==> config.mk <==
export PLATFORM = sky130hd
export DESIGN_NAME = parity_mult_core
export DESIGN_NICKNAME = d
export VERILOG_FILES = /design/src/rtl/mult_pkg.sv /design/src/rtl/mult_shift_add_dp.sv /design/src/rtl/parity_mult_core.sv
export SDC_FILE = /design/constraint.sdc
export NUM_CORES = 1
export LEC_CHECK = 0
export BUFFER_PORTS_ARGS = -buffer_cell sky130_fd_sc_hd__buf_2
export CAP_MARGIN = 0
export CORE_UTILIZATION = 45
export CTS_CLUSTER_DIAMETER = 150
export DETAILED_ROUTE_END_ITERATION = 8
export GPL_TIMING_DRIVEN = 0
export PLACE_DENSITY_LB_ADDON = 0.08
export SYNTH_ARGS = -nofsm -noshare
export SYNTH_HDL_FRONTEND = slang
export SYNTH_SLANG_ARGS = --single-unit
export TNS_END_PERCENT = 50
==> constraint.sdc <==
create_clock -name clk -period 4.9 [get_ports clk]
set_input_delay 0.98 -clock clk [delete_from_list [all_inputs] [get_ports clk]]
set_output_delay 0.98 -clock clk [all_outputs]
set_load 0.03 [all_outputs]
==> src/rtl/mult_pkg.sv <==
// Shared types and constants for the parity-checked shift-add multiplier.
package mult_pkg;

  localparam int ARG_W = 16;
  localparam int RES_W = 32;
  localparam int STEPS = 16;

  typedef enum logic [1:0] {
    IDLE = 2'd0,
    CALC = 2'd1,
    ERR  = 2'd2,
    DONE = 2'd3
  } state_e;

  // Parity is the XOR-reduction of the argument bits.
  function automatic logic parity_ok(input logic [ARG_W-1:0] v, input logic p);
    return (^v) == p;
  endfunction

endpackage

==> src/rtl/mult_shift_add_dp.sv <==
// Magnitude/accumulator datapath: one multiplier bit is consumed per step.
module mult_shift_add_dp
  import mult_pkg::*;
(
  input  logic                    clk,
  input  logic                    load,
  input  logic                    step,
  input  logic signed [ARG_W-1:0] a,
  input  logic signed [ARG_W-1:0] b,
  output logic        [RES_W-1:0] prod_nxt,
  output logic                    neg
);

  logic [RES_W-1:0] mcand_q, mcand_d;
  logic [ARG_W-1:0] mplier_q, mplier_d;
  logic [RES_W-1:0] acc_q, acc_d;
  logic             neg_q, neg_d;
  logic [RES_W-1:0] partial;

  // Two's-complement magnitude kept unsigned, so -32768 maps to 32768.
  function automatic logic [ARG_W-1:0] mag(input logic signed [ARG_W-1:0] v);
    return v[ARG_W-1] ? (~v + 16'd1) : v;
  endfunction

  always_comb begin
    partial  = mplier_q[0] ? mcand_q : '0;
    prod_nxt = acc_q + partial;
  end

  always_comb begin
    mcand_d  = mcand_q;
    mplier_d = mplier_q;
    acc_d    = acc_q;
    neg_d    = neg_q;
    if (load) begin
      mcand_d  = {16'd0, mag(a)};
      mplier_d = mag(b);
      acc_d    = '0;
      neg_d    = a[ARG_W-1] ^ b[ARG_W-1];
    end else if (step) begin
      mcand_d  = mcand_q << 1;
      mplier_d = mplier_q >> 1;
      acc_d    = prod_nxt;
    end
  end

  // Pure datapath: every register is loaded before it is consumed.
  always_ff @(posedge clk) begin
    mcand_q  <= mcand_d;
    mplier_q <= mplier_d;
    acc_q    <= acc_d;
    neg_q    <= neg_d;
  end

  assign neg = neg_q;

endmodule

==> src/rtl/parity_mult_core.sv <==
// Parity-checked 16x16 signed multiplier: request/ack capture, 16-step
// shift-add calculation, registered result with parity and error flag.
module parity_mult_core
  import mult_pkg::*;
(
  input  logic                    clk,
  input  logic                    rst_n,
  input  logic                    req,
  input  logic signed [ARG_W-1:0] arg_a,
  input  logic                    arg_a_parity,
  input  logic signed [ARG_W-1:0] arg_b,
  input  logic                    arg_b_parity,
  output logic                    ack,
  output logic signed [RES_W-1:0] result,
  output logic                    result_parity,
  output logic                    result_rdy,
  output logic                    arg_parity_error
);

  state_e           state_q, state_d;
  logic [3:0]       step_q, step_d;
  logic             ack_q, ack_d;
  logic             rdy_q, rdy_d;
  logic             perr_q, perr_d;
  logic             rpar_q, rpar_d;
  logic [RES_W-1:0] result_q, result_d;

  logic             dp_load, dp_step, dp_neg;
  logic [RES_W-1:0] dp_prod_nxt, signed_prod;
  logic             args_ok;

  mult_shift_add_dp u_dp (
    .clk      (clk),
    .load     (dp_load),
    .step     (dp_step),
    .a        (arg_a),
    .b        (arg_b),
    .prod_nxt (dp_prod_nxt),
    .neg      (dp_neg)
  );

  assign args_ok     = parity_ok(arg_a, arg_a_parity) && parity_ok(arg_b, arg_b_parity);
  assign signed_prod = dp_neg ? (~dp_prod_nxt + 32'd1) : dp_prod_nxt;

  always_comb begin
    state_d  = state_q;
    step_d   = step_q;
    ack_d    = 1'b0;
    rdy_d    = 1'b0;
    perr_d   = perr_q;
    rpar_d   = rpar_q;
    result_d = result_q;
    dp_load  = 1'b0;
    dp_step  = 1'b0;
    unique case (state_q)
      IDLE: begin
        if (req) begin
          ack_d   = 1'b1;
          dp_load = 1'b1;
          step_d  = 4'd0;
          state_d = args_ok ? CALC : ERR;
        end
      end
      CALC: begin
        dp_step = 1'b1;
        step_d  = step_q + 4'd1;
        // The final step folds its partial product straight into the result.
        if (step_q == 4'(STEPS - 1)) begin
          result_d = signed_prod;
          rpar_d   = ^signed_prod;
          perr_d   = 1'b0;
          rdy_d    = 1'b1;
          state_d  = DONE;
        end
      end
      ERR: begin
        result_d = '0;
        rpar_d   = 1'b0;
        perr_d   = 1'b1;
        rdy_d    = 1'b1;
        state_d  = DONE;
      end
      DONE: state_d = IDLE;
      default: state_d = IDLE;
    endcase
  end

  always_ff @(posedge clk or negedge rst_n) begin
    if (!rst_n) begin
      state_q  <= IDLE;
      step_q   <= 4'd0;
      ack_q    <= 1'b0;
      rdy_q    <= 1'b0;
      perr_q   <= 1'b0;
      rpar_q   <= 1'b0;
      result_q <= '0;
    end else begin
      state_q  <= state_d;
      step_q   <= step_d;
      ack_q    <= ack_d;
      rdy_q    <= rdy_d;
      perr_q   <= perr_d;
      rpar_q   <= rpar_d;
      result_q <= result_d;
    end
  end

  assign ack              = ack_q;
  assign result_rdy       = rdy_q;
  assign result           = result_q;
  assign result_parity    = rpar_q;
  assign arg_parity_error = perr_q;

endmodule

# Word level (Yosys, flattened, before mapping)
# Cells that the tools add are included.
dict set report totals {
  out_inout_bits 36
  mem_bits_ro 0
  elab_cells 65
  n_memories 0
  ram_bits 0
  ff_bits 123
  latch_bits 0
}
dict set report classes {
  order_cmp 0
  addsub 5
  reduce_logical 11
  muxes 25
  div_mod_pow 0
  eq_ne 8
  mul 0
  bitwise 4
  shifts 0
}
# op n
set op_table {}
lappend op_table {{16-bit two-way mux} 6}
lappend op_table {{32-bit two-way mux} 3}
lappend op_table {{32-bit case mux with 2 select lines} 1}
lappend op_table {{16-bit by 1-bit adder with 16-bit output (second input constant)} 2}
lappend op_table {{32-bit by 1-bit adder with 32-bit output (second input constant)} 1}
lappend op_table {{32-bit adder} 1}
lappend op_table {{16-bit inverter} 2}
lappend op_table {{32-bit inverter} 1}
lappend op_table {{16-bit parity} 2}
lappend op_table {{32-bit parity} 1}
lappend op_table {{2-bit case mux with 4 select lines} 1}
lappend op_table {{4-bit case mux with 2 select lines} 1}
lappend op_table {{1-bit two-way mux} 6}
lappend op_table {{2-bit two-way mux} 3}
lappend op_table {{1-bit case mux with 2 select lines} 3}
lappend op_table {{2-bit AND reduction} 3}
lappend op_table {{2-bit nonzero test} 3}
lappend op_table {{4-bit by 1-bit adder with 4-bit output (second input constant)} 1}
lappend op_table {{2-bit equality test (second input constant)} 2}
lappend op_table {{4-bit equality test (second input constant)} 1}
lappend op_table {{4-bit two-way mux} 1}
lappend op_table {{2-bit inequality test (second input constant)} 2}
lappend op_table {{1-bit equality test} 2}
lappend op_table {{2-bit by 1-bit equality test with 1-bit output (second input constant)} 1}
lappend op_table {{other kinds (3)} 3}

# Depth between registers and ports, before layout
# Gate-level depths: netlist (run 1).
dict set report logic_depth {
  ltp_word 8
  depth_mapped 18
  ltp_nobuf 17
}

# Cells and area by module
# Synthesis (run 1) repeated with hierarchy kept, for this count alone.
dict set report hier_totals {
  cells_unflattened 940
  hier_area_um2 8545.7
}
# module instances area_per_inst_um2 cells_per_inst
set by_module_without_submodules {}
lappend by_module_without_submodules {mult_shift_add_dp 1 5441.5 599}
lappend by_module_without_submodules {parity_mult_core 1 3104.2 341}

# Worst setup path after synthesis (run 1)
# Ideal clock, no wire load.
dict set report synth_path {
  path_kind {register -> register}
  startpoint {reg u_dp.mplier_q[0]}
  endpoint {reg rpar_q (netlist: result_parity)}
  setup_ps 121
  t_required_ps 4779
  arrival_ps 4864
  setup_slack_ps -85
  path_stages_with_launch 18
  n_path_buf 1
  cell_sequence {edfxtp_1 -> clkbuf_1 -> and2_1 -> ha_1 -> fa_1 -> a211oi_4 -> nor2_2 -> xor2_2 -> or3_4 -> or4_4 -> o31ai_4 -> xor2_1 -> xnor3_1 -> xnor3_2 -> xnor2_2 -> xnor3_1 -> xnor2_1 -> a22o_1}
}
dict set report synth_between {
  elab_chain_cells 8
}
# element line
set synth_rtl {}
lappend synth_rtl {{start, declared} mult_shift_add_dp.sv:15} ;# logic [ARG_W-1:0] mplier_q, mplier_d;
lappend synth_rtl {{start signal, assigned} mult_shift_add_dp.sv:50} ;# mplier_q <= mplier_d;
lappend synth_rtl {{32-bit two-way mux (*)} mult_shift_add_dp.sv:26} ;# partial = mplier_q[0] ? mcand_q : '0;
lappend synth_rtl {{32-bit adder (*)} mult_shift_add_dp.sv:27} ;# prod_nxt = acc_q + partial;
lappend synth_rtl {{32-bit inverter} parity_mult_core.sv:43} ;# assign signed_prod = dp_neg ? (~dp_prod_nxt + 32'd1) : dp_prod_nxt;
lappend synth_rtl {{32-bit by 1-bit adder with 32-bit output} parity_mult_core.sv:43}
lappend synth_rtl {{32-bit two-way mux (*)} parity_mult_core.sv:43}
lappend synth_rtl {{32-bit parity (*)} parity_mult_core.sv:70} ;# rpar_d = ^signed_prod;
lappend synth_rtl {{1-bit two-way mux (*)} parity_mult_core.sv:68} ;# if (step_q == 4'(STEPS - 1)) begin
lappend synth_rtl {{1-bit case mux with 2 select lines (*)} parity_mult_core.sv:55} ;# unique case (state_q)
lappend synth_rtl {{end signal, assigned} parity_mult_core.sv:103} ;# rpar_q <= rpar_d;
lappend synth_rtl {{end, declared} parity_mult_core.sv:25} ;# logic rpar_q, rpar_d;
# Every way passes the cells marked *; elsewhere a longest branch is shown, timed or not. The select of a mux whose other input is x is not followed.
# A chain may end at the register's enable or synchronous reset.

# Final worst setup path (run 1)
# Ends and elaborated chain as after synthesis.

==> results of run 1 <==
cell usage after synthesis (7+ instances only):
library cell    n  area share [%]
nand4_1         9            0.60
xnor2_1        74             6.9
dfrtp_1        42              11
inv_1          46             1.8
and2_1         41             2.7
ha_1           50             6.7
a21oi_1        44             2.4
xnor3_1         7             1.7
nor2b_1         7            0.47
mux2i_1        55             5.9
a22o_1          7            0.66
o21ai_0       104             5.6
clkbuf_1       38             1.5
nand3_1        16            0.86
a211oi_1       12            0.96
a21o_1         12            0.96
nand2_1       131             5.3
nor3_1         12            0.64
xor2_1         29             2.7
edfxtp_1       33              11
buf_2           7            0.37
dfxtp_1        48              10
nor2_1         94             3.8
or3_1          22             1.5
cell type report:
type | instances | area [um^2] | share of cell area, %
Multi-Input combinational cell | 858 | 6350 | 55.8
Buffer | 48 | 209 | 1.84
Timing Repair Buffer | 119 | 744 | 6.54
Clock buffer | 20 | 467 | 4.10
Inverter | 47 | 176 | 1.55
Sequential cell | 123 | 3000 | 26.4
Tap cell | 270 | 338 | 2.97
Clock inverter | 12 | 86.3 | 0.759
logic make-up after synthesis:
family	Yosys count	share of synthesized area (%)
xor gates and xnor gates	118	12.9
AOI/OAI and AO/OA	258	18.3
adders and majority gates	51	6.91
and+or+nand+nor	375	19.7
DFF	123	32.1
muxes	56	6.01
buffers and inverters	98	4.03
layer usage:
metal	wire (um)	track usage, %
met1	11600	30.6
met2	11600	39.7
met3	941	3.97
met4	533	8.02
met5	0	0
worst paths after layout:
path | slack, ns | cells after the start | to | from
setup reg to reg | -0.19 | 19 | result_parity | u_dp.mplier_q[0]
min in group asynchronous | 0.71 | 1 | result[3] | rst_n
hold / removal | 0.47 | 2 | result[3] | result[3]
max in group asynchronous | 3.56 | 1 | state_q[0] | rst_n
hold reg to reg | 0.47 | 2 | result[3] | result[3]
setup / recovery | -0.19 | 19 | result_parity | u_dp.mplier_q[0]
metrics by stage:
| stage | std cells | setup WS, ns |
|---|---|---|
| floorplan | 1079 | 0.00558 |
| global placement | 1420 | -0.668 |
| detailed placement | 1420 | -0.674 |
| CTS | 1491 | -0.202 |
| global route | 1497 | -0.343 |
| finish | 1497 | -0.186 |
registers in the layout (all words and copies together) (netlist names):
signal	count
ack	1
arg_parity_error	1
result	32
result_parity	1
result_rdy	1
state_q	2
step_q	4
u_dp.acc_q	32
u_dp.mcand_q	32
u_dp.mplier_q	16
u_dp.neg	1
critical path: cells and delay by family (launching register included):
family	cells	cell delay, ns
xor gates and xnor gates	4	1.09
DFF	1	0.52
AOI/OAI and AO/OA	6	1.47
and+or+nand+nor	3	0.66
adders and majority gates	1	0.31
buffers and inverters	5	0.93
report_power, final:
| part | switching (mW) | internal [mW] | total, mW |
|---|---|---|---|
| logic | 3.80 | 3.52 | 7.31 |
| registers | 0.171 | 1.46 | 1.63 |
| clock network | 0.500 | 0.689 | 1.19 |
what timing repair did:
action,in CTS,in global routing
setup buffers,38,9
gates resized for setup,43,34
gates cloned,1,0
endpoints found under the setup margin,1,1
pin swaps,32,17
==> summary.md, run 1 <==
| Metric | Value |
|---|---|
| Violated checks | `setup timing` |
| CTS tree | `done` |
| Slowest cell on the critical path | `edfxtp_1` |
| Max frequency | `0.197 GHz` |
| Ys async rst share | `34.1%` |
| CP Launch Type | `flip-flop` |
| Final setup fails | `1` |
| Worst Slack Setup Final | `-0.186 ns` |
| # diodes | `0` |
| Detailed Route WL | `24600 um` |
| Area grow syn2layout | `21.8%` |
| Leak pwr | `5.04 nW` |
| Filler cell count | `1930` |
| CTS root buffer | `clkbuf_16` |
| Hold buffer count at cts | `0` |
| RSZ-0062 raised after global routing | `true` |
| Nets | `1302` |
| WP data required | `5.22 ns` |
| Port bufs | `71` |
| Setup tns final | `-0.186 ns` |
| Initial Util | `46.0%` |
| Via density | `5.39` |
| CP Capture Type | `flip-flop` |
| Endpoints failing hold | `0` |
| Critical path's most frequent cell | `buf_4` |
| VDD IR-drop max | `0.675 mV` |
| Clock Latency Late Sink | `0.43 ns` |
| Die height | `146 um` |
| Initial antenna violation count | `0` |
| First-pass GRT wire length | `39700 um` |
| Worst Clk Skew | `0.00963 ns` |
| Wirelength per Cell | `16.5 um` |
| Ports | `73` |
| Tcrit/Tclk final | `104%` |
| Worst-path cell chain | `clkbuf_8 -> buf_4 -> and2_1 -> ha_1 -> buf_2 -> o21ai_0 -> o211a_1 -> a2111oi_1 -> o211ai_1 -> buf_4 -> nor4_4 -> buf_4 -> nand4_2 -> o21ai_1 -> xor2_1 -> xor2_1 -> xnor3_1 -> xnor2_1 -> a22o_1` |
| Tightest Pin Transition | `1.03 ns` |
| Placed Instance Area | `10000 um^2` |
| Finished Cell Area | `11400 um^2` |
| Global Route Usage Sum | `23.6%` |
| Most frequent cells in the layout | `nand2_1 (131), o21ai_0 (100), nor2_1 (93)` |
| Clk pin slew, worst setup/hold paths | `0.06 ns` |
| Gate Count Post-Synth | `1079` |
| Drt first-iter violations | `346` |
| Drc violations | `0` |
| Final ANT Viol Nets | `0` |
| CP Data Arrival Time | `5.40 ns` |
| Syn Std Cell Area | `9340 um^2` |
| # rows | `52` |
| Largest net degree at the start of global routing | `43` |
| Clock sink count | `123` |
| Die area | `21300 um^2` |
| Fin. max-slew vios | `0` |
| Via count | `8070` |
| Post-DP HPWL | `18400 um` |
| DR pass1 iterations | `5` |
| Worst min-delay path class | `flip-flop to flip-flop` |
| Power per standard cell area | `891 nW/um^2` |
| GRT overflow | `0` |
| Most common cell after layout, fill and taps aside | `nand2_1` |
| Critical path type | `flip-flop to flip-flop` |
| Design Power | `10.1 mW` |
| Post-synth EDFFs | `33` |
| Max cap viols | `0` |
| Synth Register Bits | `123` |
| Share of cells above drive strength 1 | `20.1%` |
| Rel. slew slack | `31.7%` |
| Vias in the first global route | `7824` |
| Die X | `146 um` |
| Hold_ws | `0.470 ns` |
| Final Core Density | `56.0%` |
| RD Place Congestion | `0.879` |
| Syn. warnings | `0` |
| TritonCTS buffer count | `17` |
| Seq/Total Area, Yosys | `32.1%` |
| CTS max path bufs | `2` |
| Post-synth top flop | `dfxtp_1` |
| H-tree Lvls | `4` |
| Mean Syn Cell Area | `8.66 um^2` |
| Worst-path fanout max | `10` |
| Outcome | `complete, but fails checks` |
| Max stage delay on crit path | `0.52 ns` |
| Min cycle time layout | `5.09 ns` |
| Netlist cell types | `83` |
| Syn_nets | `1167` |
| Core ar. | `20300 um^2` |
No activity file was read; power rests on OpenSTA's default activity.
==> run 2, diff against run 1 <==
--- a/config.mk
+++ b/config.mk
@@ -5,13 +5,15 @@
 export SDC_FILE = /design/constraint.sdc
 export NUM_CORES = 1
 export LEC_CHECK = 0
+export ABC_CLOCK_PERIOD_IN_PS = 4900
 export BUFFER_PORTS_ARGS = -buffer_cell sky130_fd_sc_hd__buf_2
 export CAP_MARGIN = 0
+export CORE_MARGIN = 10
 export CORE_UTILIZATION = 45
 export CTS_CLUSTER_DIAMETER = 150
 export DETAILED_ROUTE_END_ITERATION = 8
 export GPL_TIMING_DRIVEN = 0
-export PLACE_DENSITY_LB_ADDON = 0.08
+export PLACE_DENSITY = 0.65
 export SYNTH_ARGS = -nofsm -noshare
 export SYNTH_HDL_FRONTEND = slang
 export SYNTH_SLANG_ARGS = --single-unit
==> summary.md, run 2 (synthesized netlist as in run 1, its figures left out) <==
| Metric | Value |
|---|---|
| Outcome | `complete, but fails checks` |
| Violated checks | `setup timing` |
| Share of cells above drive strength 1 | `21.7%` |
| R2r worst-path depth | `18` |
| Tightest Pin Transition | `1.01 ns` |
| # rows | `52` |
| Post-DP HPWL | `18500 um` |
| Ports | `73` |
| Final setup fails | `1` |
| GRT overflow | `0` |
| Critical path's most frequent cell | `xnor3_1` |
| Worst Clk Skew | `0.00792 ns` |
| H-tree Lvls | `4` |
| TritonCTS buffer count | `17` |
| Detailed Route WL | `24600 um` |
| First-pass GRT wire length | `39800 um` |
| Via count | `8167` |
| Largest net degree at the start of global routing | `43` |
| Die area | `26900 um^2` |
| Final Core Density | `56.4%` |
| Worst-path fanout max | `6` |
| Area grow syn2layout | `22.6%` |
| CTS tree | `done` |
| RD Place Congestion | `0.888` |
| Pre-CTS setup slack | `-0.622 ns` |
| Max stage delay on crit path | `0.54 ns` |
| Wirelength per Cell | `16.4 um` |
| Endpoints failing hold | `0` |
| VDD IR-drop max | `0.768 mV` |
| Port bufs | `71` |
| Final ANT Viol Nets | `0` |
| CP delay by family, top | `XOR/XNOR gates` |
| Global Route Usage Sum | `18.2%` |
| DR pass1 iterations | `5` |
| Die height | `164 um` |
| Critical path depth in cells | `18` |
| Worst Slack Setup Final | `-0.147 ns` |
| Critical path type | `flip-flop to flip-flop` |
| Vias in the first global route | `7980` |
| CTS max path bufs | `2` |
| Hold path cells | `2` |
| Worst min-delay path class | `flip-flop to flip-flop` |
| Clock Latency Late Sink | `0.42 ns` |
| CTS root buffer | `clkbuf_16` |
| CP Launch Type | `flip-flop` |
| WP data required | `5.21 ns` |
| CP Capture Type | `flip-flop` |
| Drc violations | `0` |
| Via density | `5.45` |
| Drt first-iter violations | `460` |
| Max cap viols | `0` |
| Core ar. | `20300 um^2` |
| Most common cell after layout, fill and taps aside | `nand2_1` |
| CP bufs+invs | `2` |
| Slowest cell on the critical path | `or4_4` |
| Die X | `164 um` |
| Tcrit/Tclk final | `103%` |
| Filler cell count | `1926` |
| Most frequent cells in the layout | `nand2_1 (130), o21ai_0 (94), nor2_1 (92)` |
| Initial antenna violation count | `0` |
| # diodes | `0` |
| Clock sink count | `123` |
| FF+latch area | `3000 um^2` |
| Clk pin slew, worst setup/hold paths | `0.06 ns` |
| CP Data Arrival Time | `5.36 ns` |
| Leak pwr | `5.06 nW` |
| Initial Util | `46.0%` |
| Multi-input logic area | `6460 um^2` |
| Fin. max-slew vios | `0` |
| Min cycle time layout | `5.05 ns` |
| Hold buffer count at cts | `0` |
| Nets | `1304` |
| Max frequency | `0.198 GHz` |
| Worst-path cell chain | `clkbuf_8 -> and2_4 -> ha_4 -> fa_2 -> a211oi_4 -> buf_4 -> o31ai_4 -> xor2_2 -> or2_4 -> or4_4 -> or3_4 -> o21ai_2 -> a32oi_2 -> xnor3_1 -> xnor3_1 -> xnor3_1 -> xnor2_1 -> a22o_1` |
| RSZ-0062 raised after global routing | `true` |
| Rel. slew slack | `32.5%` |
| Hold_ws | `0.471 ns` |
| Power per standard cell area | `912 nW/um^2` |
## run 2: path summary, 6_finish.rpt
check	from	slack (ns)	end
max	u_dp.mplier_q[0]	-0.15	result_parity
min	result[22]	0.47	result[22]
max reg2reg	u_dp.mplier_q[0]	-0.15	result_parity
min reg2reg	result[22]	0.47	result[22]
max in group asynchronous	rst_n	3.54	step_q[0]
min in group asynchronous	rst_n	0.72	result[1]
## run 2: layout make-up
type	count	share of cell area [%]
well taps	270	2.95
multi-input cells	858	56.4
flip-flops and latches	123	26.2
inverters	47	1.54
repair buffers	126	6.81
plain buffers	43	1.65
clock buffers	20	3.81
clock inverters	12	0.655
## run 2: what timing repair did
action | in CTS | in global routing
setup buffers | 32 | 24
gates resized for setup | 47 | 59
pin swaps | 30 | 39
endpoints found under the setup margin | 1 | 2
cloned | 1 | 0
## run 2: metal layers
metal  share of wire [%]  GRT usage (%)  up-vias
li1                    -              -     4089
met1                  46           23.5     3826
met2                  45           28.7      211
met3                 5.9           4.88       41
met4                 2.6           6.74        0
met5                   0              0        -
## run 2: worst min-delay path, cell delays in order (launching register included)
cell	delay, ns
dfrtp_1	0.33
nand2_1	0.04
o21ai_0	0.06
## run 2: power breakdown
part | leakage [nW] | total [mW] | switching, mW | internal, mW
combinational | 3.53 | 7.71 | 3.92 | 3.79
clock | 0.241 | 1.11 | 0.471 | 0.639
sequential | 1.28 | 1.62 | 0.165 | 1.46
total | 5.06 | 10.4 | 4.55 | 5.89
## run 2: metrics by stage
step	instance area (um^2)	setup TNS [ns]	power, mW	instances
floorplan	9340	0	6.97	1079
global placement	10000	-0.530	8.13	1420
detailed placement	10000	-0.622	8.21	1420
CTS	11100	-0.162	9.99	1483
global route	11500	-0.448	11.1	1499
finish	11500	-0.147	10.4	1499
==> run 3, diff against run 2 <==
--- a/config.mk
+++ b/config.mk
@@ -8,7 +8,7 @@
 export ABC_CLOCK_PERIOD_IN_PS = 4900
 export BUFFER_PORTS_ARGS = -buffer_cell sky130_fd_sc_hd__buf_2
 export CAP_MARGIN = 0
-export CORE_MARGIN = 10
+export CORE_ASPECT_RATIO = 0.8
 export CORE_UTILIZATION = 45
 export CTS_CLUSTER_DIAMETER = 150
 export DETAILED_ROUTE_END_ITERATION = 8
==> summary.md, run 3 (synthesized netlist as in run 1, its figures left out) <==
| Metric | Value |
|---|---|
| Area grow syn2layout | `23.8%` |
| TritonCTS buffer count | `17` |
| Initial antenna violation count | `1` |
| First-pass GRT wire length | `40100 um` |
| Worst Slack Setup Final | `-0.153 ns` |
| Hold path cells | `2` |
| Critical path type | `flip-flop to flip-flop` |
| R2R Setup Slk | `-0.15 ns` |
| Worst Clk Skew | `0.0108 ns` |
| Post-DP HPWL | `18200 um` |
| Outcome | `complete, but fails checks` |
| CP Launch Point | `u_dp.mplier_q[0]` |
| Rel. slew slack | `31.6%` |
| Tightest Pin Transition | `0.997 ns` |
| CP Capture Type | `flip-flop` |
| Detailed Route WL | `25100 um` |
| GRT overflow | `0` |
| Initial Util | `46.5%` |
| CP Data Arrival Time | `5.37 ns` |
| Worst-path fanout max | `7` |
| Share of cells above drive strength 1 | `21.4%` |
| Drc violations | `0` |
| Drt first-iter violations | `653` |
| Worst reg2reg startpoint | `u_dp.mplier_q[0]` |
| Worst min-delay path class | `flip-flop to flip-flop` |
| Die height | `131 um` |
| CTS root buffer | `clkbuf_16` |
| FF+latch area | `3000 um^2` |
| Tcrit/Tclk final | `103%` |
| Core ar. | `20100 um^2` |
| Die area | `21300 um^2` |
| Filler cell count | `1748` |
| CP Launch Type | `flip-flop` |
| Most frequent cells in the layout | `nand2_1 (131), o21ai_0 (94), nor2_1 (92)` |
| Via count | `8324` |
| Port bufs | `71` |
| # rows | `46` |
| RSZ-0062 raised after global routing | `true` |
| RD Place Congestion | `0.930` |
| CTS max path bufs | `2` |
| Wirelength per Cell | `16.7 um` |
| Placed Instance Area | `10000 um^2` |
| Ports | `73` |
| Final Core Density | `57.6%` |
| Clock sink count | `123` |
| Max frequency | `0.198 GHz` |
| Final setup fails | `1` |
| Most common cell after layout, fill and taps aside | `nand2_1` |
| Finished Cell Area | `11600 um^2` |
| Fin. max-slew vios | `0` |
| Global Route Usage Sum | `24.1%` |
| Multi-input logic area | `6480 um^2` |
| Vias in the first global route | `7858` |
| CTS tree | `done` |
| R2r worst-path depth | `18` |
| Largest net degree at the start of global routing | `43` |
| Via density | `5.56` |
| Max cap viols | `0` |
| Die X | `163 um` |
| Endpoints failing hold | `0` |
| Pre-CTS setup slack | `-0.670 ns` |
| Final ANT Viol Nets | `0` |
| Hold path startpoint | `result[10]` |
| DR pass1 iterations | `6` |
| Nets | `1306` |
| Violated checks | `setup timing` |
| H-tree Lvls | `4` |
| Clock Latency Late Sink | `0.43 ns` |
| Min cycle time layout | `5.05 ns` |
| WP data required | `5.22 ns` |
| Clk pin slew, worst setup/hold paths | `0.06 ns` |
==> run 3: cell types whose count changed in the layout (fill, tap and decap cells not counted), moves of 2 or more <==
cell,before,now
o21ai_4,0,2
a311oi_4,2,4
clkbuf_8,1,5
clkbuf_16,17,19
diode_2,0,2
clkinvlp_4,4,1
and4_1,2,4
o21ai_1,9,12
o21ai_2,6,1
a311oi_2,3,1
clkinv_1,3,1
inv_4,0,2
==> run 3: through the flow <==
stage	hold WS [ns]	TNS, ns	cells
after CTS	0.477	-0.0809	1488
after detailed placement	0.466	-0.670	1414
after global placement	0.458	-0.611	1414
after floorplan	0.460	0	1079
final	0.471	-0.153	1497
after global routing	0.495	-0.311	1495
==> run 3: critical path, cell delays in order, from the launching register on <==
cell and delay [ns]:
edfxtp_1 0.43, clkbuf_8 0.18, and2_4 0.14, ha_4 0.17
fa_2 0.42, buf_4 0.17, xnor2_4 0.17, buf_6 0.17
nand2_1 0.06, or3_4 0.42, or4_4 0.58, or3_4 0.39
o21ai_4 0.16, xor2_2 0.17, xnor3_2 0.48, xnor2_2 0.16
xnor3_1 0.36, xnor2_1 0.14, a22o_1 0.17
==> run 3: final timing paths <==
path | endpoint
setup / recovery | result_parity
hold / removal | result[10]
setup reg to reg | result_parity
hold reg to reg | result[10]
max in group asynchronous | step_q[0]
min in group asynchronous | result[6]
==> run 3: metal layers <==
metal  wire (um)  up-vias  track usage, %
li1            -     4100               -
met1       11900     3922            33.1
met2       10800      277            37.3
met3        2100       25            6.76
met4         273        0            6.16
met5           0        -               0
==> run 3: repair_timing <==
action / CTS / global route
resized for setup: 62 / 39
buffers inserted: 42 / 11
endpoints found under the setup margin: 1 / 1
endpoints found under the hold margin: 0 / 0
hold buffers: 0 / 0
gates cloned: 1 / 0
pin swaps: 35 / 13
==> run 3: layout make-up <==
| cell class | instances | share of cell area [%] |
|---|---|---|
| antenna | 2 | 0.0433 |
| buffer | 46 | 1.76 |
| clock buffer | 24 | 4.56 |
| clock inverter | 8 | 0.454 |
| inverter | 47 | 1.52 |
| multi-input combinational | 858 | 56.1 |
| sequential | 123 | 26.0 |
| tap | 264 | 2.86 |
| timing repair buffer | 125 | 6.78 |
Power of run 3 is left out: the tool's default activity adds up to more than one toggle a clock period on the data nets, which glitch-free logic cannot reach.
